--- src/rtl/bus_timer_irq_pkg.sv ---
// Shared constants for the bus_timer_irq responder: register offsets, CTRL/IFR/IER bit indices.
// The writable CTRL mask depends on the TIMER_CHAIN_EN build option.
package bus_timer_irq_pkg;

   localparam logic [2:0] OFF_T1L  = 3'd0;
   localparam logic [2:0] OFF_T1H  = 3'd1;
   localparam logic [2:0] OFF_T2L  = 3'd2;
   localparam logic [2:0] OFF_T2H  = 3'd3;
   localparam logic [2:0] OFF_CTRL = 3'd4;
   localparam logic [2:0] OFF_IFR  = 3'd5;
   localparam logic [2:0] OFF_IER  = 3'd6;

   localparam int CTRL_T1EN    = 0;
   localparam int CTRL_T1CONT  = 1;
   localparam int CTRL_T2EN    = 2;
   localparam int CTRL_T2CONT  = 3;
   localparam int CTRL_PSEN    = 4;
   localparam int CTRL_T2CHAIN = 5;

   localparam int IFR_T1  = 0;
   localparam int IFR_T2  = 1;
   localparam int IFR_IRQ = 7;
   localparam int IER_T1  = 0;
   localparam int IER_T2  = 1;

   localparam logic [15:0] TMR_RESET = 16'hFFFF;

`ifdef TIMER_CHAIN_EN
   localparam logic [5:0] CTRL_WMASK = 6'h3F;
`else
   localparam logic [5:0] CTRL_WMASK = 6'h1F;
`endif

endpackage

--- src/rtl/bus_timer_irq_core.sv ---
// timer16_core: one 16-bit down counter with reload latch, byte-wise load and
// underflow / one-shot auto-disable strobes for the enclosing register block.
module timer16_core
   import bus_timer_irq_pkg::*;
(
   input  logic        clk,
   input  logic        reset_n,
   input  logic        lo_we_i,
   input  logic        hi_we_i,
   input  logic [7:0]  wdata_i,
   input  logic        tick_i,
   input  logic        en_i,
   input  logic        cont_i,
   output logic [15:0] cnt_o,
   output logic        uflow_o,
   output logic        disable_o
);

   logic [15:0] latch_q, latch_d;
   logic [15:0] cnt_q, cnt_d;
   logic        zero_s;
   logic        uflow_s;

   // A hi-byte write on the underflow edge suppresses the underflow entirely.
   assign zero_s    = (cnt_q == 16'h0000);
   assign uflow_s   = tick_i & en_i & zero_s & ~hi_we_i;
   assign uflow_o   = uflow_s;
   assign disable_o = uflow_s & ~cont_i;
   assign cnt_o     = cnt_q;

   // Next-state for latch and counter.
   always_comb begin
      latch_d = latch_q;
      cnt_d   = cnt_q;
      if (lo_we_i) begin
         latch_d = {latch_q[15:8], wdata_i};
      end else if (hi_we_i) begin
         latch_d = {wdata_i, latch_q[7:0]};
      end else begin
         latch_d = latch_q;
      end
      if (hi_we_i) begin
         cnt_d = {wdata_i, latch_q[7:0]};
      end else if (tick_i && en_i) begin
         if (zero_s) begin
            cnt_d = latch_q;
         end else begin
            cnt_d = cnt_q - 16'd1;
         end
      end else begin
         cnt_d = cnt_q;
      end
   end

   // Counter and latch registers.
   always_ff @(posedge clk or negedge reset_n) begin
      if (!reset_n) begin
         latch_q <= TMR_RESET;
         cnt_q   <= TMR_RESET;
      end else begin
         latch_q <= latch_d;
         cnt_q   <= cnt_d;
      end
   end

endmodule

--- src/rtl/bus_timer_irq.sv ---
// Memory-mapped dual 16-bit timer with shared prescaler and level irq on the 6502 bus.
// Build option TIMER_CHAIN_EN adds CTRL bit5 (T2CHAIN): T2 ticks on T1 underflows.
module bus_timer_irq
   import bus_timer_irq_pkg::*;
#(
   parameter logic [15:0] BASE     = 16'hD000,
   parameter int          PRESCALE = 16
) (
   input  logic        clk,
   input  logic        reset_n,
   input  logic [15:0] address,
   input  logic        write,
   input  logic [7:0]  data_i,
   output logic [7:0]  data_o,
   output logic        sel,
   output logic        irq
);

   localparam logic [7:0] PS_MAX = 8'(PRESCALE - 1);

   logic        sel_s, wr_s, rd_s;
   logic [2:0]  off_s;
   logic [7:0]  ps_q, ps_d;
   logic [5:0]  ctrl_q, ctrl_d;
   logic [1:0]  ifr_q, ifr_d, ier_q, ier_d, clr_s, set_s;
   logic        irq_q;
   logic        tick_s, t2_tick_s;
   logic [15:0] t1_cnt_s, t2_cnt_s;
   logic        t1_uflow_s, t2_uflow_s, t1_dis_s, t2_dis_s;

   assign sel_s  = (address[15:3] == BASE[15:3]);
   assign off_s  = address[2:0];
   assign wr_s   = sel_s & write;
   assign rd_s   = sel_s & ~write;
   assign sel    = sel_s;
   assign irq    = irq_q;
   assign tick_s = ctrl_q[CTRL_PSEN] ? (ps_q == PS_MAX) : 1'b1;

`ifdef TIMER_CHAIN_EN
   assign t2_tick_s = ctrl_q[CTRL_T2CHAIN] ? t1_uflow_s : tick_s;
`else
   assign t2_tick_s = tick_s;
`endif

   timer16_core u_t1 (
      .clk       (clk),
      .reset_n   (reset_n),
      .lo_we_i   (wr_s && (off_s == OFF_T1L)),
      .hi_we_i   (wr_s && (off_s == OFF_T1H)),
      .wdata_i   (data_i),
      .tick_i    (tick_s),
      .en_i      (ctrl_q[CTRL_T1EN]),
      .cont_i    (ctrl_q[CTRL_T1CONT]),
      .cnt_o     (t1_cnt_s),
      .uflow_o   (t1_uflow_s),
      .disable_o (t1_dis_s)
   );

   timer16_core u_t2 (
      .clk       (clk),
      .reset_n   (reset_n),
      .lo_we_i   (wr_s && (off_s == OFF_T2L)),
      .hi_we_i   (wr_s && (off_s == OFF_T2H)),
      .wdata_i   (data_i),
      .tick_i    (t2_tick_s),
      .en_i      (ctrl_q[CTRL_T2EN]),
      .cont_i    (ctrl_q[CTRL_T2CONT]),
      .cnt_o     (t2_cnt_s),
      .uflow_o   (t2_uflow_s),
      .disable_o (t2_dis_s)
   );

   // Control/flag next state; flag sets override clears, CTRL writes override auto-disable.
   always_comb begin
      ps_d  = (ps_q == PS_MAX) ? 8'h00 : ps_q + 8'h01;
      clr_s = ({2{wr_s && (off_s == OFF_IFR)}} & data_i[1:0])
            | {(rd_s && (off_s == OFF_T2L)) || (wr_s && (off_s == OFF_T2H)),
               (rd_s && (off_s == OFF_T1L)) || (wr_s && (off_s == OFF_T1H))};
      set_s = {t2_uflow_s, t1_uflow_s};
      ifr_d = (ifr_q & ~clr_s) | set_s;
      ier_d = (wr_s && (off_s == OFF_IER)) ? data_i[1:0] : ier_q;
      if (wr_s && (off_s == OFF_CTRL)) begin
         ctrl_d = data_i[5:0] & CTRL_WMASK;
      end else begin
         ctrl_d            = ctrl_q;
         ctrl_d[CTRL_T1EN] = ctrl_q[CTRL_T1EN] & ~t1_dis_s;
         ctrl_d[CTRL_T2EN] = ctrl_q[CTRL_T2EN] & ~t2_dis_s;
      end
   end

   // Register block state; irq follows flag state one clock later.
   always_ff @(posedge clk or negedge reset_n) begin
      if (!reset_n) begin
         ps_q   <= 8'h00;
         ctrl_q <= 6'h00;
         ifr_q  <= 2'b00;
         ier_q  <= 2'b00;
         irq_q  <= 1'b0;
      end else begin
         ps_q   <= ps_d;
         ctrl_q <= ctrl_d;
         ifr_q  <= ifr_d;
         ier_q  <= ier_d;
         irq_q  <= |(ifr_q & ier_q);
      end
   end

   // Combinational read mux; CPU samples it in the same cycle as the address.
   always_comb begin
      data_o = 8'h00;
      if (sel_s && !write) begin
         case (off_s)
            OFF_T1L:  data_o = t1_cnt_s[7:0];
            OFF_T1H:  data_o = t1_cnt_s[15:8];
            OFF_T2L:  data_o = t2_cnt_s[7:0];
            OFF_T2H:  data_o = t2_cnt_s[15:8];
            OFF_CTRL: data_o = {2'b00, ctrl_q};
            OFF_IFR:  data_o = {irq_q, 5'b00000, ifr_q};
            OFF_IER:  data_o = {6'b000000, ier_q};
            default:  data_o = 8'h00;
         endcase
      end else begin
         data_o = 8'h00;
      end
   end

endmodule

--- config.mk ---
export PLATFORM = sky130hd
export DESIGN_NAME = bus_timer_irq
export DESIGN_NICKNAME = d
export VERILOG_FILES = /design/src/rtl/bus_timer_irq_pkg.sv /design/src/rtl/bus_timer_irq_core.sv /design/src/rtl/bus_timer_irq.sv
export SDC_FILE = /design/constraint.sdc
export NUM_CORES = 1
export LEC_CHECK = 0
export CORE_ASPECT_RATIO = 1.4
export CORE_MARGIN = 10
export CORE_UTILIZATION = 36
export DETAILED_ROUTE_END_ITERATION = 8
export HOLD_SLACK_MARGIN = 0.1
export PLACE_DENSITY_LB_ADDON = 0.25
export SETUP_SLACK_MARGIN = 0.4
export SYNTH_ARGS = -nofsm -noshare
export SYNTH_HDL_FRONTEND = slang
export SYNTH_SLANG_ARGS = --single-unit
--- constraint.sdc ---
create_clock -name clk -period 3.7 [get_ports clk]
set_input_delay 0.74 -clock clk [delete_from_list [all_inputs] [get_ports clk]]
set_output_delay 0.74 -clock clk [all_outputs]
set_load 0.02 [all_outputs]
## Word level (Yosys, flattened, before mapping)

Index checks and enable logic that the tools add are counted.
W data, S select, Z words.

| storage, ports and cells | value |
|---|---|
| register bits | 82 |
| latch bits | 0 |
| RAM bits | 0 |
| memory bits (read-only) | 0 |
| input bits | 27 |
| output and inout bits | 10 |
| memories | 0 |

| cells by class | value |
|---|---|
| add/subtract/negate cells | 3 |
| multipliers | 0 |
| divide/modulo/power cells | 0 |
| $lt $le $gt $ge | 0 |
| equal/unequal tests | 8 |
| shift-type cells | 0 |
| multiplexer cells | 13 |
| bitwise gates (word level) | 27 |
| reductions and logical operators | 23 |

Operator list:

| operator | number |
|---|---|
| $mux W16 | 6 |
| $pmux W8 S7 | 1 |
| $logic_not A16 Y1 | 2 |
| $mux W8 | 4 |
| $sub A16 B1 Y16 const B | 2 |
| $eq A13 B13 Y1 const B | 1 |
| $and A1 B1 Y1 | 12 |
| $logic_and A1 B1 Y1 | 12 |
| $eq A3 B3 Y1 const B | 3 |
| $not A1 Y1 | 9 |
| $add A8 B1 Y8 const B | 1 |
| $eq A8 B4 Y1 const B | 1 |
| $and A2 B2 Y2 | 3 |
| $eq A3 B2 Y1 const B | 2 |
| $or A2 B2 Y2 | 2 |
| $reduce_and A2 Y1 | 2 |
| $reduce_bool A2 Y1 | 2 |
| $eq A3 B1 Y1 const B | 1 |
| $logic_not A3 Y1 | 1 |
| $mux W3 | 1 |
| $logic_or A1 B1 Y1 | 2 |
| $not A2 Y2 | 1 |
| $reduce_or A2 Y1 | 1 |
| $logic_not A1 Y1 | 1 |
| $mux W1 | 1 |

## Depth between registers and ports, before layout

Gate-level depths: netlist of run 1.

| depth | value |
|---|---|
| depth in word-level cells | 9 |
| depth in mapped cells | 8 |
| gate-level depth less buffers | 7 |

## Cells and area by module

From an unflattened synthesis of run 1, not the netlist that was laid out.

| unflattened totals | value |
|---|---|
| cell total of the unflattened synthesis | 490 |
| area, all modules | 4971.0 µm² |

By module, submodules not included:

| module | instances | cells an instance | area an instance (µm²) | seq. area each (µm²) |
|---|---|---|---|---|
| timer16_core at u_t2 | 1 | 184 | 1836.8 | 840.8 |
| timer16_core at u_t1 | 1 | 180 | 1805.5 | 840.8 |
| bus_timer_irq | 1 | 126 | 1328.8 | 450.4 |

## Least setup slack after synthesis of run 1

No wires, ideal clock.

| timing path | value |
|---|---|
| path type | in2out |
| start point | input address[4] |
| end point | output data_o[5] |
| data arrival time | 2.307 ns |
| data required time | 2.960 ns |
| setup slack | 0.653 ns |
| stages on the path | 4 |
| path buffers | 0 |
| cells stage by stage | nor4_2 > nand4_1 > a311o_1 > nor3b_1 |

| between the ends | value |
|---|---|
| cells in the longest elaborated chain, start to end | 3 |

Ends and longest elaborated chain:

| element | RTL line | text |
|---|---|---|
| start: declaration | bus_timer_irq.sv:11 | `input logic [15:0] address,` |
| $eq A13 B13 Y1 | bus_timer_irq.sv:31 | `assign sel_s = (address[15:3] == BASE[15:3]);` |
| $logic_and A1 B1 Y1 | bus_timer_irq.sv:111 | `if (sel_s && !write) begin` |
| $mux W8 | bus_timer_irq.sv:111 |  |
| end: declaration | bus_timer_irq.sv:14 | `output logic [7:0] data_o,` |

Every way passes these cells.

## Worst setup path after layout of run 1

| timing path | value |
|---|---|
| start point | input address[12] |
| end point | output data_o[3] |

The elaborated chain is that of the path after synthesis.

==> metrics.md, run 1 <==
| Metric | Value |
|---|---|
| Outcome | finished clean |
| CTS tree | yes |
| H-tree depth | 3 |
| Required time worst endpoint | 2.96 ns |
| Register area share after synthesis | 44.4% |
| Chip width | 118 µm |
| Fin crit share | 87.5% |
| Die ar. | 18400 µm² |
| Max VDD drop | 0.182 mV |
| Largest net degree at the start of global routing | 83 |
| First-pass GRT wire length | 23500 µm |
| Hold WC Path Type | reg2reg |
| Yosys cell types | 70 |
| P_leak | 0.00241 µW |
| Vias per cell | 5.78 |
| Final Hold Viols | 0 |
| RSZ-0062 raised after global routing | true |
| Final WS setup | 0.464 ns |
| GP Congestion | 0.927 |
| DR pass1 iterations | 5 |
| Fin. max-slew vios | 0 |
| FF+latch count, synth | 82 |
| Setup crit end kind | primary output |
| Relative slew slack | 25.5% |
| Synth area leader | dfstp_2 |
| DRC | 0 |
| Crit path kind | in2out |
| Input/output buffers | 36 |
| Drt wl/cell | 20.2 µm |
| Top cell type's share of synthesized area | 35.0% |
| Number of synthesized flops with an enable pin | 0 |
| Top FF cell, synth | dfstp_2 |
| Skew-Pair Late Insertion Delay | 0.34 ns |
| Place WS | -0.169 ns |
| Filler Cell Count | 1230 |
| Gr ovfl total | 0 |
| Synth Cell Area | 4800 µm² |
| Rows | 49 |
| I/O pin cnt | 37 |
| Root Buffer | clkbuf_16 |
| WHS | 0.457 ns |
| Initial antenna violation count | 0 |
| Die Height | 157 µm |
| Layout cells sized above 1 | 30.3% |
| Final Util | 45.2% |
| FFs w/ async S/R, synth | 100% |
| Worst-path clk slew | 0.06 ns |
| Routed wire length | 14600 µm |
| CORE AREA | 12900 µm² |
| Initial Utilization | 37.1% |
| Drt initial violations | 273 |
| Highest Clock Rate | 309 MHz |
| Synth warn | 0 |
| Syn nets | 519 |
| Final #Nets | 575 |
| Syn Inst Count | 487 |
| Max Fanout on Critical Path | 5 |
| Crit path time final | 3.24 ns |
| Total CTS buffers | 9 |
| Worst Tran Pin Value | 1.11 ns |
| CTS sink cnt | 82 |
| # diodes | 0 |
| Synth top cells by count | nand2_1 (79), dfstp_2 (64), mux2_2 (27), nor2_1 (26), a21oi_1 (23) |
| Synth area leaders | dfstp_2 (35%), dfrtp_1 (9.4%), mux2_2 (6.3%) |
| HPWL after DPL | 10800 µm |
| DR vias | 4192 |
| Max-Cap Viols | 0 |
| Gr usage total | 15.8% |
| Cell with the most instances after synthesis | nand2_1 |
| Syn Area/Cell | 9.86 µm² |
| Pwr/cell area | 331 nW/µm² |
| Setup Skew | 0.00544 ns |
| Vias in the first global route | 4281 |
| CTS max path bufs | 2 |
| CP arrival | 2.50 ns |
| Area growth from synthesis to layout | 21.7% |
| Crit start category | primary input |
| Final ANT Viol Nets | 0 |
| Final setup fails | 0 |
-- critical path, cell delays in order --
cell	delay, ns
clkdlybuf4s50_1	0.45
nor4b_4	0.23
nand4_1	0.16
a311o_2	0.47
buf_6	0.17
a21oi_2	0.12
buf_4	0.16
-- cells in the final DEF (no fill, tap or decap), types with 4 or more instances in the layout --
| master | count |
|---|---|
| dfstp_2 | 64 |
| a211o_1 | 4 |
| o31ai_1 | 7 |
| a22o_1 | 11 |
| a22oi_1 | 11 |
| nand4_1 | 8 |
| mux2_2 | 27 |
| dlymetal6s2s_1 | 8 |
| xor2_1 | 8 |
| nor2_1 | 25 |
| a21o_1 | 4 |
| and2_1 | 4 |
| o211ai_1 | 6 |
| inv_1 | 8 |
| nand3b_1 | 4 |
| dfrtp_1 | 18 |
| ha_1 | 5 |
| nor3_1 | 11 |
| nand3_1 | 18 |
| nand2_1 | 79 |
| nor2b_1 | 7 |
| o22ai_1 | 9 |
| a21oi_1 | 20 |
| mux2i_1 | 7 |
| xnor2_1 | 7 |
| buf_4 | 29 |
| nor4_1 | 4 |
| clkdlybuf4s50_1 | 18 |
| o21ai_0 | 19 |
| nor3b_1 | 4 |
| clkbuf_16 | 9 |
| and4_1 | 4 |
-- logic make-up after synthesis --
logic type / Yosys count / share of synthesized area [%]
AND/OR/NAND/NOR: 205 / 23.3
AO/OA/AOI/OAI: 119 / 17.1
flip-flops: 82 / 44.4
multiplexers: 36 / 8.73
buffers and inverters: 25 / 2.45
XOR/XNOR: 15 / 2.74
adder cells (fa/ha/maj): 5 / 1.30
-- layout make-up --
| class | instances | area [µm²] | area share, % |
|---|---|---|---|
| Clock inverter | 2 | 35.0 | 0.599 |
| Timing Repair Buffer | 62 | 564 | 9.66 |
| Clock buffer | 13 | 270 | 4.62 |
| Multi-Input combinational cell | 380 | 2590 | 44.3 |
| Sequential cell | 82 | 2130 | 36.5 |
| Tap cell | 178 | 223 | 3.81 |
| Inverter | 8 | 30.0 | 0.514 |
-- through the flow --
stage	total power (µW)	cell area, µm²	setup TNS [ns]	cells
6_report	1940	5840	0	725
5_1_grt	2000	5840	0	725
4_1_cts	1950	5760	0	723
3_5_place_dp	1030	5470	-0.828	705
3_3_place_gp	1030	5470	-0.588	705
2_1_floorplan	946	4800	0	487
-- layer usage --
layer / track usage, % / up-vias / wire length, µm / part of all wire [%]
met5: 0 / - / 0 / 0
met4: 7.32 / 0 / 482 / 3.3
met3: 2.70 / 37 / 617 / 4.2
met2: 28.7 / 140 / 7580 / 52
met1: 17.7 / 2072 / 5970 / 41
li1: - / 1943 / - / -
-- state kept, by name, summed over array words and instances, names as in the netlist --
register	count
ier_q	2
ifr_q	2
ctrl_q	5
irq	1
u_t2.latch_q	16
ps_q	8
u_t1.latch_q	16
u_t2.cnt_o	16
u_t1.cnt_o	16
-- final timing paths --
check	start	to	slack, ns	depth (start not counted)
setup / recovery	address[12]	data_o[3]	0.46	7
hold / removal	u_t1.latch_q[13]$_DFFE_PN1P_	u_t1.latch_q[13]$_DFFE_PN1P_	0.46	2
setup reg to reg	ps_q[0]$_DFF_PN0_	u_t2.cnt_o[2]$_DFFE_PN1P_	1.23	5
hold reg to reg	u_t1.latch_q[13]$_DFFE_PN1P_	u_t1.latch_q[13]$_DFFE_PN1P_	0.46	2
max in group asynchronous	reset_n	ps_q[3]$_DFF_PN0_	2.44	1
min in group asynchronous	reset_n	ctrl_q[4]$_DFFE_PN0P_	0.62	1
-- what timing repair did --
item | 4_1_cts | 5_1_grt
pin swaps | 4 | 5
setup buffers | 3 | 2
hold buffers | 0 | 0
endpoints found under the setup margin | 8 | 9
gates resized for setup | 35 | 22
endpoints found under the hold margin | 0 | 0
-- report_power, final --
part,internal (µW),switching [µW]
Clock,573,346
Sequential,901,0.575
Combinational,48.0,65.5
Note: power is estimated with default switching activity, not from simulation.
==> run 2: changes to the inputs <==
--- a/config.mk
+++ b/config.mk
@@ -6,7 +6,7 @@
 export NUM_CORES = 1
 export LEC_CHECK = 0
 export CORE_ASPECT_RATIO = 1.4
-export CORE_MARGIN = 10
+export CORE_MARGIN = 4
 export CORE_UTILIZATION = 36
 export DETAILED_ROUTE_END_ITERATION = 8
 export HOLD_SLACK_MARGIN = 0.1
==> run 2 against run 1 <==
Effect of this change:
- clock power grew 2.8%
- sequential cell count unchanged
- utilization grew 0.14 points
- die area is 17% lower
- non-clock buffer count fell by 3
- combinational power barely moved
- final area up 0.30%
- total power rose by 1.4%
- global-route usage increased by 4.0 points
- clock skew is 0.0012 ns lower
- first-iteration DRC count fell by 15%
- via count decreased by 1.2%
- critical path type unchanged
- critical endpoint is now data_o[2]
- largest cell class unchanged
==> metrics.md, run 2 (same netlist as run 1, synthesis figures left out) <==
| Metric | Value |
|---|---|
| Initial antenna violation count | 0 |
| Worst r2r path cells | 5 |
| # diodes | 0 |
| Setup crit end kind | primary output |
| Pwr/cell area | 335 nW/µm² |
| Layout cells sized above 1 | 29.9% |
| Rows | 49 |
| Filler Cell Count | 1235 |
| CTS max path bufs | 2 |
| Met1 Usage GRT | 23.2% |
| Gr ovfl total | 0 |
| Gr usage total | 19.8% |
| GP Congestion | 0.923 |
| Crit-path slowest cell | a311o_2 |
| DR vias | 4141 |
| Worst-path cell chain | clkdlybuf4s50_1, nor4b_4, nand4_1, a311o_2, buf_6, a21oi_2, buf_6 |
| Final #Nets | 572 |
| Final Util | 45.3% |
| GRT met3 Usage | 3.15% |
| Vias per cell | 5.73 |
| CORE AREA | 12900 µm² |
| Most common cell after layout, fill and taps aside | nand2_1 |
| Total CTS buffers | 9 |
| Crit start category | primary input |
| Chip width | 106 µm |
| Skew-Pair Late Insertion Delay | 0.34 ns |
| Area growth from synthesis to layout | 22.1% |
| Highest Clock Rate | 309 MHz |
| Drt wl/cell | 20.2 µm |
| Worst-path clk slew | 0.06 ns |
| Worst path bufs/invs | 3 |
| DR pass1 iterations | 4 |
| Crit path kind | in2out |
| Critical path's top delay family | buffers and inverters |
| CTS tree | yes |
| Max Fanout on Critical Path | 5 |
| CP endpoint | data_o[2] |
| Setup Skew | 0.00423 ns |
| R2R Setup Slk | 1.29 ns |
| Initial Utilization | 37.1% |
| Final setup fails | 0 |
| Max VDD drop | 0.273 mV |
| Placed cell areas | 5460 µm² |
| Final Cell Area | 5860 µm² |
| RSZ-0062 raised after global routing | true |
| Levels on crit path | 7 |
| Die Height | 145 µm |
| Drt initial violations | 231 |
| WHS | 0.455 ns |
| DRC | 0 |
| Met2 GRT Util | 36.1% |
| Max incr delay on CP | 0.48 ns |
| Final WS setup | 0.464 ns |
| Crit path time final | 3.24 ns |
| CP arrival | 2.50 ns |
| Commonest non-fill, non-tap cells in the layout | nand2_1 (79), dfstp_2 (64), mux2_2 (27) |
| Final Hold Viols | 0 |
| CTS sink cnt | 82 |
| Final ANT Viol Nets | 0 |
| Outcome | finished clean |
| Register area | 2130 µm² |
| Input/output buffers | 36 |
| H-tree depth | 3 |
| Busiest grt layer | met2 |
| Max-Cap Viols | 0 |
| First-pass GRT wire length | 23600 µm |
| Reg2reg start | u_t2.cnt_o[8]$_DFFE_PN1P_ |
| I/O pin cnt | 37 |
| Crit. Startpoint | address[12] |
| Worst Tran Pin Value | 1.06 ns |
| FF-to-FF End | ctrl_q[2]$_DFF_PN0_ |
| Multi-input logic area | 2600 µm² |
| Largest net degree at the start of global routing | 72 |
| Routed wire length | 14600 µm |
| Fin crit share | 87.5% |
| Place WS | -0.221 ns |
| Most frequent CP cell | buf_6 |
| Root Buffer | clkbuf_16 |
| Required time worst endpoint | 2.96 ns |
| Relative slew slack | 29.0% |
| HPWL after DPL | 10600 µm |
| Hold wc startpoint | u_t2.latch_q[15]$_DFFE_PN1P_ |
| Die ar. | 15300 µm² |
| Hold WC Path Type | reg2reg |
| P_leak | 0.00240 µW |
| Vias in the first global route | 4334 |
| Fin. max-slew vios | 0 |
## run 2: cell count changes in the layout (fill, tap and decap cells not counted)
| cell | delta |
|---|---|
| a21oi_2 | -1 |
| dlymetal6s2s_1 | -1 |
| dlygate4sd2_1 | -1 |
| clkinv_2 | -1 |
| buf_4 | -8 |
| clkbuf_1 | +1 |
| buf_12 | +1 |
| buf_6 | +3 |
| clkdlybuf4s50_1 | +2 |
| buf_2 | +1 |
| a21oi_4 | +1 |
| clkbuf_8 | +1 |
## run 2: where the power goes
part	internal [µW]	switching [µW]	total, µW
Sequential	901	0.586	902
Combinational	48.3	65.5	114
Clock	597	349	946
## run 2: how the worst min path moves through the flow
stage	to	slack, ns	depth (start not counted)
after floorplan	ps_q[0]$_DFF_PN0_	0.43	1
after global placement	ps_q[0]$_DFF_PN0_	0.44	1
after detailed placement	u_t1.latch_q[15]$_DFFE_PN1P_	0.45	2
after CTS	u_t1.latch_q[15]$_DFFE_PN1P_	0.46	2
after global routing	u_t1.latch_q[12]$_DFFE_PN1P_	0.47	2
final	u_t2.latch_q[15]$_DFFE_PN1P_	0.45	2
## run 2: tightest hold or removal path: stages, from the launching register on
cell	delay (ns)
dfstp_2	0.36
nand2_1	0.05
nand2_1	0.04
## run 2: per-layer routing
layer,routed length [µm],vias up
met3,534,32
met2,7660,100
met4,389,0
met5,0,-
li1,-,1935
met1,6000,2074
## run 2: timing repair
action,4_1_cts,5_1_grt
endpoints found under the setup margin,8,9
gates cloned,0,0
setup buffers,3,1
pin swaps,4,4
hold buffers,0,0
resized for setup,39,19
endpoints found under the hold margin,0,0
## run 2: final cells by class
cell class,count,share of cell area [%]
multi-input combinational,380,44.3
sequential,82,36.4
timing repair buffer,59,9.58
clock buffer,15,4.91
tap,178,3.80
clock inverter,1,0.512
inverter,8,0.512
## run 2: per-stage QoR
step | total power [µW] | cells | TNS (ns)
floorplan | 946 | 487 | 0
global placement | 1030 | 703 | -0.503
finish | 1960 | 723 | 0
global route | 2030 | 723 | 0
CTS | 1980 | 722 | 0
detailed placement | 1030 | 703 | -1.06
==> run 3: changes to the inputs <==
--- a/config.mk
+++ b/config.mk
@@ -5,7 +5,7 @@
 export SDC_FILE = /design/constraint.sdc
 export NUM_CORES = 1
 export LEC_CHECK = 0
-export CORE_ASPECT_RATIO = 1.4
+export CORE_ASPECT_RATIO = 1.5
 export CORE_MARGIN = 4
 export CORE_UTILIZATION = 36
 export DETAILED_ROUTE_END_ITERATION = 8
==> run 3 against run 2 <==
Effect of this change:
- global-route usage increased by 0.98 points
- highest routed layer unchanged
- clock-buffer cell count shrank 3
- routed wire length is 3.5% higher
- cell count shrank 2.8%
- utilization down 0.11 points
- worst setup slack got worse by 0.039 ns
- critical endpoint is now data_o[3]
- worst hold slack got worse by 0.0013 ns
- fmax down 1.2%
- sequential share of layout area down 0.14 points
- sequential power hardly changed
- largest power group unchanged
- via count increased by 1.8%
- register-to-register slack worse by 0.13 ns
==> metrics.md, run 3 (same netlist as run 1, synthesis figures left out) <==
| Metric | Value |
|---|---|
| Outcome | finished clean |
| Max VDD drop | 0.201 mV |
| Die ar. | 15300 µm² |
| Final cell count without fillers | 703 |
| Filler Cell Count | 1272 |
| Setup TNS Final | 0 ns |
| Crit-path slowest cell | a311o_2 |
| Drt wl/cell | 21.5 µm |
| CTS tree | yes |
| Most common cell after layout, fill and taps aside | nand2_1 |
| Worst-path clk slew | 0.06 ns |
| Rows | 51 |
| Final setup fails | 0 |
| Gr usage total | 20.8% |
| Relative slew slack | 28.5% |
| Crit path kind | in2out |
| Largest net degree at the start of global routing | 83 |
| Net Sw Frac | 21.0% |
| Clock network power share | 51.2% |
| Reg2reg start | ps_q[0]$_DFF_PN0_ |
| Skew-Pair Late Insertion Delay | 0.35 ns |
| Drt initial violations | 316 |
| Pwr/cell area | 354 nW/µm² |
| Worst path bufs/invs | 3 |
| Gr ovfl total | 0 |
| Initial Utilization | 36.9% |
| Max-Cap Viols | 0 |
| Commonest non-fill, non-tap cells in the layout | nand2_1 (79), dfstp_2 (64), mux2_2 (27) |
| Layout cells sized above 1 | 30.1% |
| Hold wc startpoint | u_t1.latch_q[12]$_DFFE_PN1P_ |
| DRC | 0 |
| GP Congestion | 1.01 |
| Final #Nets | 571 |
| # diodes | 0 |
| Highest Clock Rate | 305 MHz |
| P_leak | 0.00241 µW |
| Placed Instances | 684 |
| Fin crit share | 88.5% |
| WHS | 0.454 ns |
| Register share of total power | 43.2% |
| CTS sink cnt | 82 |
| Fin. max-slew vios | 0 |
| RSZ-0062 raised after global routing | true |
| Post-CTS Hold Fix Bufs | 0 |
| Vias per cell | 6.00 |
| Critical path's top delay family | buffers and inverters |
| Crit start category | primary input |
| Vias in the first global route | 4366 |
| Final Hold Viols | 0 |
| I/O pin cnt | 37 |
| Register area | 2130 µm² |
| Placed cell areas | 5450 µm² |
| Max incr delay on CP | 0.51 ns |
| Die Height | 149 µm |
| CTS max path bufs | 2 |
| Required time worst endpoint | 2.96 ns |
| Root Buffer | clkbuf_16 |
| Final ANT Viol Nets | 0 |
| DR pass1 iterations | 7 |
| Final Power | 2090 µW |
| Psw | 437 µW |
| DR vias | 4217 |
| Worst Tran Pin Value | 1.07 ns |
| Crit path time final | 3.27 ns |
| Setup Skew | 0.00606 ns |
| Area growth from synthesis to layout | 22.5% |
| Multi-input logic area | 2590 µm² |
| Total CTS buffers | 9 |
| CORE AREA | 13000 µm² |
| Hold WC Path Type | reg2reg |
| Final Cell Area | 5880 µm² |
| H-tree depth | 3 |
| CP arrival | 2.53 ns |
| Max Fanout on Critical Path | 5 |
| Crit. Startpoint | address[12] |
| Chip width | 102 µm |
| HPWL after DPL | 10900 µm |
| Input/output buffers | 36 |
| Combinational Power Share | 5.6% |
| Internal power | 1650 µW |
| First-pass GRT wire length | 24000 µm |
| Routed wire length | 15100 µm |
| Initial antenna violation count | 0 |
| Worst-path cell chain | clkdlybuf4s50_1, nor4b_2, nand4_1, a311o_2, buf_12, a21oi_2, buf_4 |
| Setup crit end kind | primary output |
==> run 3: cell count changes in the layout (fill, tap and decap cells not counted), sizes merged <==
cell and delta:
bufbuf +1, clkbuf -3, bufinv +2, buf -2, dlygate4sd2 +1, dlymetal6s2s -1
clkinvlp +1
==> run 3: tightest hold or removal path, cell delays in order, from the launching register on <==
cell and delay [ns]:
dfstp_2 0.37, nand2_1 0.05, nand2_1 0.04
==> run 3: power by group through the flow <==
stage	combinational [µW]	clock (µW)	sequential, µW
3_3_place_gp	111	0	915
2_1_floorplan	31.0	0	915
5_1_grt	125	1120	901
6_report	116	1070	902
4_1_cts	117	1080	902
3_5_place_dp	112	0	915
==> run 3: what timing repair did <==
action | 4_1_cts | 5_1_grt
endpoints found under the setup margin | 8 | 9
buffers inserted | 1 | 1
pin swaps | 3 | 4
gates resized for setup | 37 | 18
endpoints found under the hold margin | 0 | 0
cloned | 1 | 0
==> run 3: worst paths after layout <==
check                                                    end  slack [ns]  cells past startpoint
worst min register to register  u_t1.latch_q[12]$_DFFE_PN1P_        0.45                      2
max in group asynchronous                  ps_q[5]$_DFF_PN0_        2.42                      1
min in group asynchronous               ier_q[0]$_DFFE_PN0P_        0.53                      1
worst max register to register     u_t2.cnt_o[2]$_DFFE_PN1P_        1.16                      5
worst min-delay path            u_t1.latch_q[12]$_DFFE_PN1P_        0.45                      2
worst max-delay path                               data_o[3]        0.43                      7
==> run 3: layer usage <==
layer	part of all wire [%]	global-route usage [%]	vias up	wire length, µm
li1	-	-	1929	-
met1	39	24.4	2134	5890
met2	53	36.4	117	8050
met3	3.5	2.99	37	530
met4	4.1	10.3	0	623
met5	0	0	-	0
==> run 3: area by class of cell <==
cell class | count | area share (%)
Clock buffer | 12 | 4.36
Clock inverter | 4 | 1.66
Inverter | 8 | 0.510
Multi-Input combinational cell | 380 | 44.1
Sequential cell | 82 | 36.2
Tap cell | 159 | 3.38
Timing Repair Buffer | 58 | 9.78
==> run 3: stage by stage <==
step,util (%),setup WS (ns)
final,45.2,0.425
after CTS,44.8,0.347
after floorplan,-,0.653
after global routing,45.2,0.383
after detailed placement,41.9,-0.164
after global placement,41.9,-0.135
==> RTL change 1, RTL diff (config.mk and constraints of run 1) <==
Add a define of `TIMER_CHAIN_EN`.
--- a/src/rtl/bus_timer_irq_pkg.sv
+++ b/src/rtl/bus_timer_irq_pkg.sv
@@ -1,5 +1,7 @@
 // Shared constants for the bus_timer_irq responder: register offsets, CTRL/IFR/IER bit indices.
 // The writable CTRL mask depends on the TIMER_CHAIN_EN build option.
+`define TIMER_CHAIN_EN
+
 package bus_timer_irq_pkg;
 
    localparam logic [2:0] OFF_T1L  = 3'd0;
Formal check against the unedited RTL: not equivalent (a bounded check fails within 4 cycles, from zero or initial values and one cycle with reset_n low).
==> RTL change 1 against run 1 <==
  * Maximum frequency decreased by 0.44%
  * Sequential cell count grew 1
  * Setup slack got worse by 0.014 ns
  * Total power fell by 0.55%
  * Cell area rose by 0.47%
  * Critical endpoint is now data_o[1]
  * Register-to-register slack lost 0.40 ns
  * Wire length is 6.6% higher
  * Synthesized cell count grew 7.2%
  * Synthesized area increased by 0.94%
  * Critical path type unchanged
  * Sequential share of layout area is 0.26 points higher
==> RTL change 1: results (changes against run 1) <==
Seq/Total Area, Yosys -> 44.5% (+0.10 points)
Max Buffers Root-to-Sink -> 2 (unchanged)
Area of the multi-input gates -> 2600 sq um (+0.43%)
VDD IR max -> 226 uV (+25%)
Synth Flop Type -> dfstp_2
Initial antenna violation count -> 0 (unchanged)
Family with the most delay on the worst path -> simple AND/OR/NAND/NOR gates
Vias in the first global route -> 4,388 (+2.5%)
WL/cell -> 20.6 um (+2.1%)
Adder-cell share of the synthesized area -> 1.29% (-0.012 points)
Total track usage -> 16.8% (+0.98 points)
Post-synth ARST share -> 100% (unchanged)
GP Congestion -> 0.954 (+2.8%)
Port Buf Inserts -> 36 (unchanged)
CP Max Fanout -> 7 (+2)
Xor and xnor area share after synthesis -> 1.63% (-1.1 points)
N_diodes -> 0 (unchanged)
Final nets -> 602 (+4.7%)
Reg-to-Reg Start -> ps_q[4]$_DFF_PN0_
First DRT Iteration DRCs -> 301 (+10%)
Max stage delay on crit path -> 0.45 ns (-0.02 ns)
Routed WL -> 15,600 um (+6.6%)
Worst Clk Skew -> 0.00700 ns (+0.00156 ns)
CP Launch Point -> address[5]
TritonCTS buffer count -> 9 (unchanged)
Root buffer cell -> clkbuf_16
First-pass GRT wire length -> 24,700 um (+5.4%)
Place WS -> -0.184 ns (-0.0152 ns)
Critical Path AT -> 2.51 ns (about the same)
Slew @ Worst Pin -> 0.927 ns (-0.182 ns)
Status -> finished, final reports clean
Mean post-synth cell area -> 9.29 sq um (-5.8%)
Syn_nets -> 554 (+6.7%)
Share of cells above drive strength 1 -> 28.0% (-2.3 points)
Clk_lat worst skew -> 0.34 ns (about the same)
Synth Area in Compound Gates -> 20.2% (+3.1 points)
Pin count of the biggest net entering global routing -> 60 (-28%)
Placed cell count -> 740 (+5.0%)
Yosys cell types -> 70 (unchanged)
Via count -> 4,448 (+6.1%)
Critical path's slowest cell -> clkdlybuf4s50_1
Reported leakage power -> 2.28 nW (-5.7%)
Hold Crit Start -> u_t2.latch_q[14]$_DFFE_PN1P_
Dpl cell area -> 5550 sq um (+1.5%)
Clock transition at path regs -> 0.06 ns (about the same)
H-tree Lvls -> 3 (unchanged)
Filler cell count -> 1,344 (+9.3%)
DR pass1 iterations -> 5 (unchanged)
Hold Crit Class -> register to register
Mux contribution to synthesized area -> 8.00% (-0.73 points)
Synth area leaders -> dfstp_2 35%, dfrtp_1 9.8%, nand2_1 6.1%, mux2_2 6.0%, o21ai_0 4.2%
Top cells by count, synth -> 79 x nand2_1, 64 x dfstp_2, 43 x nor2_1, 41 x o21ai_0, 30 x a21oi_1
DP HPWL -> 11,700 um (+8.2%)
## RTL change 1: cell types whose count changed in the layout (fill, tap and decap cells not counted), sizes merged, moves of 5 or more
cell,change
a21oi,+7
a22o,-8
and4,-5
clkdlybuf4s50,+8
dlymetal6s2s,-7
inv,+6
nor2,+16
o21ai,+22
## RTL change 1: power breakdown
part,leakage [nW],total (mW),internal (mW),switching [mW]
combinational,1.23,0.112,0.0458,0.0660
clock,0.133,0.899,0.523,0.376
sequential,0.919,0.914,0.912,0.00119
total,2.28,1.92,1.48,0.443
## RTL change 1: area by class of cell
class / instances / share of cell area [%]
Clock buffer: 10 / 3.90
Tap cell: 182 / 3.88
Timing Repair Buffer: 61 / 9.25
Inverter: 13 / 0.831
Multi-Input combinational cell: 402 / 44.3
Clock inverter: 6 / 1.11
Sequential cell: 83 / 36.7
## RTL change 1: worst paths after layout
check | end | slack (ns) | depth (start not counted)
min reg2reg | u_t2.latch_q[14]$_DFFE_PN1P_ | 0.46 | 2
min in group asynchronous | ifr_q[1]$_DFF_PN0_ | 0.47 | 1
max in group asynchronous | u_t1.cnt_o[0]$_DFFE_PN1P_ | 2.38 | 2
max | data_o[1] | 0.45 | 8
max reg2reg | u_t2.cnt_o[3]$_DFFE_PN1P_ | 0.83 | 7
min | u_t2.latch_q[14]$_DFFE_PN1P_ | 0.46 | 2
## RTL change 1: routing by layer
layer,global-route usage [%],part of all wire (%),up-vias
li1,-,-,2027
met1,18.7,39,2235
met2,30.3,52,149
met3,2.65,4.2,37
met4,8.74,4.2,0
met5,0,0,-
## RTL change 1: timing repair
action                                 CTS  global route
gates resized for setup                 37            10
endpoints found under the hold margin    0             0
pin swaps                                4             1
setup endpoints to repair                9             9
setup buffers                            1             0
==> RTL change 2, RTL diff (config.mk and constraints of run 1) <==
Made on the original files. Register the output `data_o`; this adds one clock of latency there. The other outputs are not delayed to match.
--- a/src/rtl/bus_timer_irq.sv
+++ b/src/rtl/bus_timer_irq.sv
@@ -17,6 +17,8 @@
 );
 
    localparam logic [7:0] PS_MAX = 8'(PRESCALE - 1);
+
+   logic [7:0] data_d;
 
    logic        sel_s, wr_s, rd_s;
    logic [2:0]  off_s;
@@ -107,21 +109,25 @@
 
    // Combinational read mux; CPU samples it in the same cycle as the address.
    always_comb begin
-      data_o = 8'h00;
+      data_d = 8'h00;
       if (sel_s && !write) begin
          case (off_s)
-            OFF_T1L:  data_o = t1_cnt_s[7:0];
-            OFF_T1H:  data_o = t1_cnt_s[15:8];
-            OFF_T2L:  data_o = t2_cnt_s[7:0];
-            OFF_T2H:  data_o = t2_cnt_s[15:8];
-            OFF_CTRL: data_o = {2'b00, ctrl_q};
-            OFF_IFR:  data_o = {irq_q, 5'b00000, ifr_q};
-            OFF_IER:  data_o = {6'b000000, ier_q};
-            default:  data_o = 8'h00;
+            OFF_T1L:  data_d = t1_cnt_s[7:0];
+            OFF_T1H:  data_d = t1_cnt_s[15:8];
+            OFF_T2L:  data_d = t2_cnt_s[7:0];
+            OFF_T2H:  data_d = t2_cnt_s[15:8];
+            OFF_CTRL: data_d = {2'b00, ctrl_q};
+            OFF_IFR:  data_d = {irq_q, 5'b00000, ifr_q};
+            OFF_IER:  data_d = {6'b000000, ier_q};
+            default:  data_d = 8'h00;
          endcase
       end else begin
-         data_o = 8'h00;
+         data_d = 8'h00;
       end
+   end
+
+   always_ff @(posedge clk) begin
+      data_o <= data_d;
    end
 
 endmodule
Check against the original RTL: not equivalent (a bounded check fails within 4 cycles, from zero or initial values and one cycle with reset_n low).
==> RTL change 2 against run 1 <==
  * Cell area is 2.3% higher
  * Sequential cell count is 8 higher
  * Maximum frequency is 6.6% higher
  * Setup slack better by 0.20 ns
  * Synthesized area is 6.9% higher
  * Wire length is 9.2% higher
  * Critical path type unchanged
  * Clock power hardly changed
  * Non-clock buffer count is 14 lower
  * Total power is 3.7% higher
==> RTL change 2: results (changes against run 1) <==
Final nets -> 605 (+5.2%)
Via count -> 4,376 (+4.4%)
DP HPWL -> 11,900 um (+11%)
Total track usage -> 16.5% (+0.64 points)
Sequential Power Share -> 49.3% (+2.7 points)
Pint -> 1.55 mW (+1.7%)
Yosys cell types -> 80 (+14%)
Place WS -> 0.367 ns (+0.536 ns)
GR Layer Usage met1 -> 18.2% (+0.47 points)
Met2 Use GR -> 29.6% (+0.91 points)
Status -> finished, final reports clean
Worst Clk Skew -> 0.00819 ns (+0.00275 ns)
R2r setup slk -> 1.43 ns (+0.20 ns)
FF-to-FF End -> u_t1.cnt_o[4]$_DFFE_PN1P_
Hold Crit Start -> u_t2.latch_q[15]$_DFFE_PN1P_
Syn_nets -> 569 (+9.6%)
Routed WL -> 16,000 um (+9.2%)
First-pass GRT wire length -> 25,200 um (+7.2%)
Mux contribution to synthesized area -> 7.41% (-1.3 points)
CP Max Fanout -> 6 (+1)
Placed cell count -> 747 (+6.0%)
Critical path's slowest cell -> clkdlybuf4s50_1
Post-synth ARST share -> 91.1% (-8.9 points)
Met3 Use GR -> 2.65% (-0.049 points)
Fin Hold WS -> 0.455 ns (-0.00226 ns)
Reported leakage power -> 2.41 nW (-0.29%)
Reg-to-Reg Start -> u_t1.cnt_o[11]$_DFFE_PN1P_
Slew @ Worst Pin -> 1.05 ns (-0.0546 ns)
VDD IR max -> 205 uV (+13%)
Combinational power -> 0.0973 mW (-15%)
Synth Area in Compound Gates -> 17.0% (-0.048 points)
Filler cell count -> 1,376 (+12%)
Critical Path AT -> 2.30 ns (-0.20 ns)
[RTL change 2: changes by cell type in the layout (fill, tap and decap cells not counted), sizes merged, moves of 8 or more]
cell	before	now
buf	34	13
o21ai	21	37
dlymetal6s2s	8	0
clkdlybuf4s50	18	34
dfxtp	0	8
nand2	79	87
nor2	27	41
[RTL change 2: worst max path at each step]
stage                                      endpoint  cells past startpoint        start
after global routing                            sel                      5  address[10]
after global placement                          sel                      5   address[4]
after detailed placement                        sel                      5   address[4]
final                                           sel                      5  address[10]
after CTS                                       sel                      5  address[10]
after floorplan           u_t1.cnt_o[4]$_DFFE_PN1P_                      7   address[0]
[RTL change 2: area by class of cell]
type,instances,area share (%)
Multi-Input combinational cell,412,44.8
Tap cell,185,3.87
Timing Repair Buffer,48,7.47
Sequential cell,90,38.3
Inverter,12,0.753
Clock inverter,5,0.921
Clock buffer,11,3.89
[RTL change 2: timing repair]
item,in CTS,in global routing
setup endpoints to repair,1,0
hold buffers,0,0
resized for setup,2,0
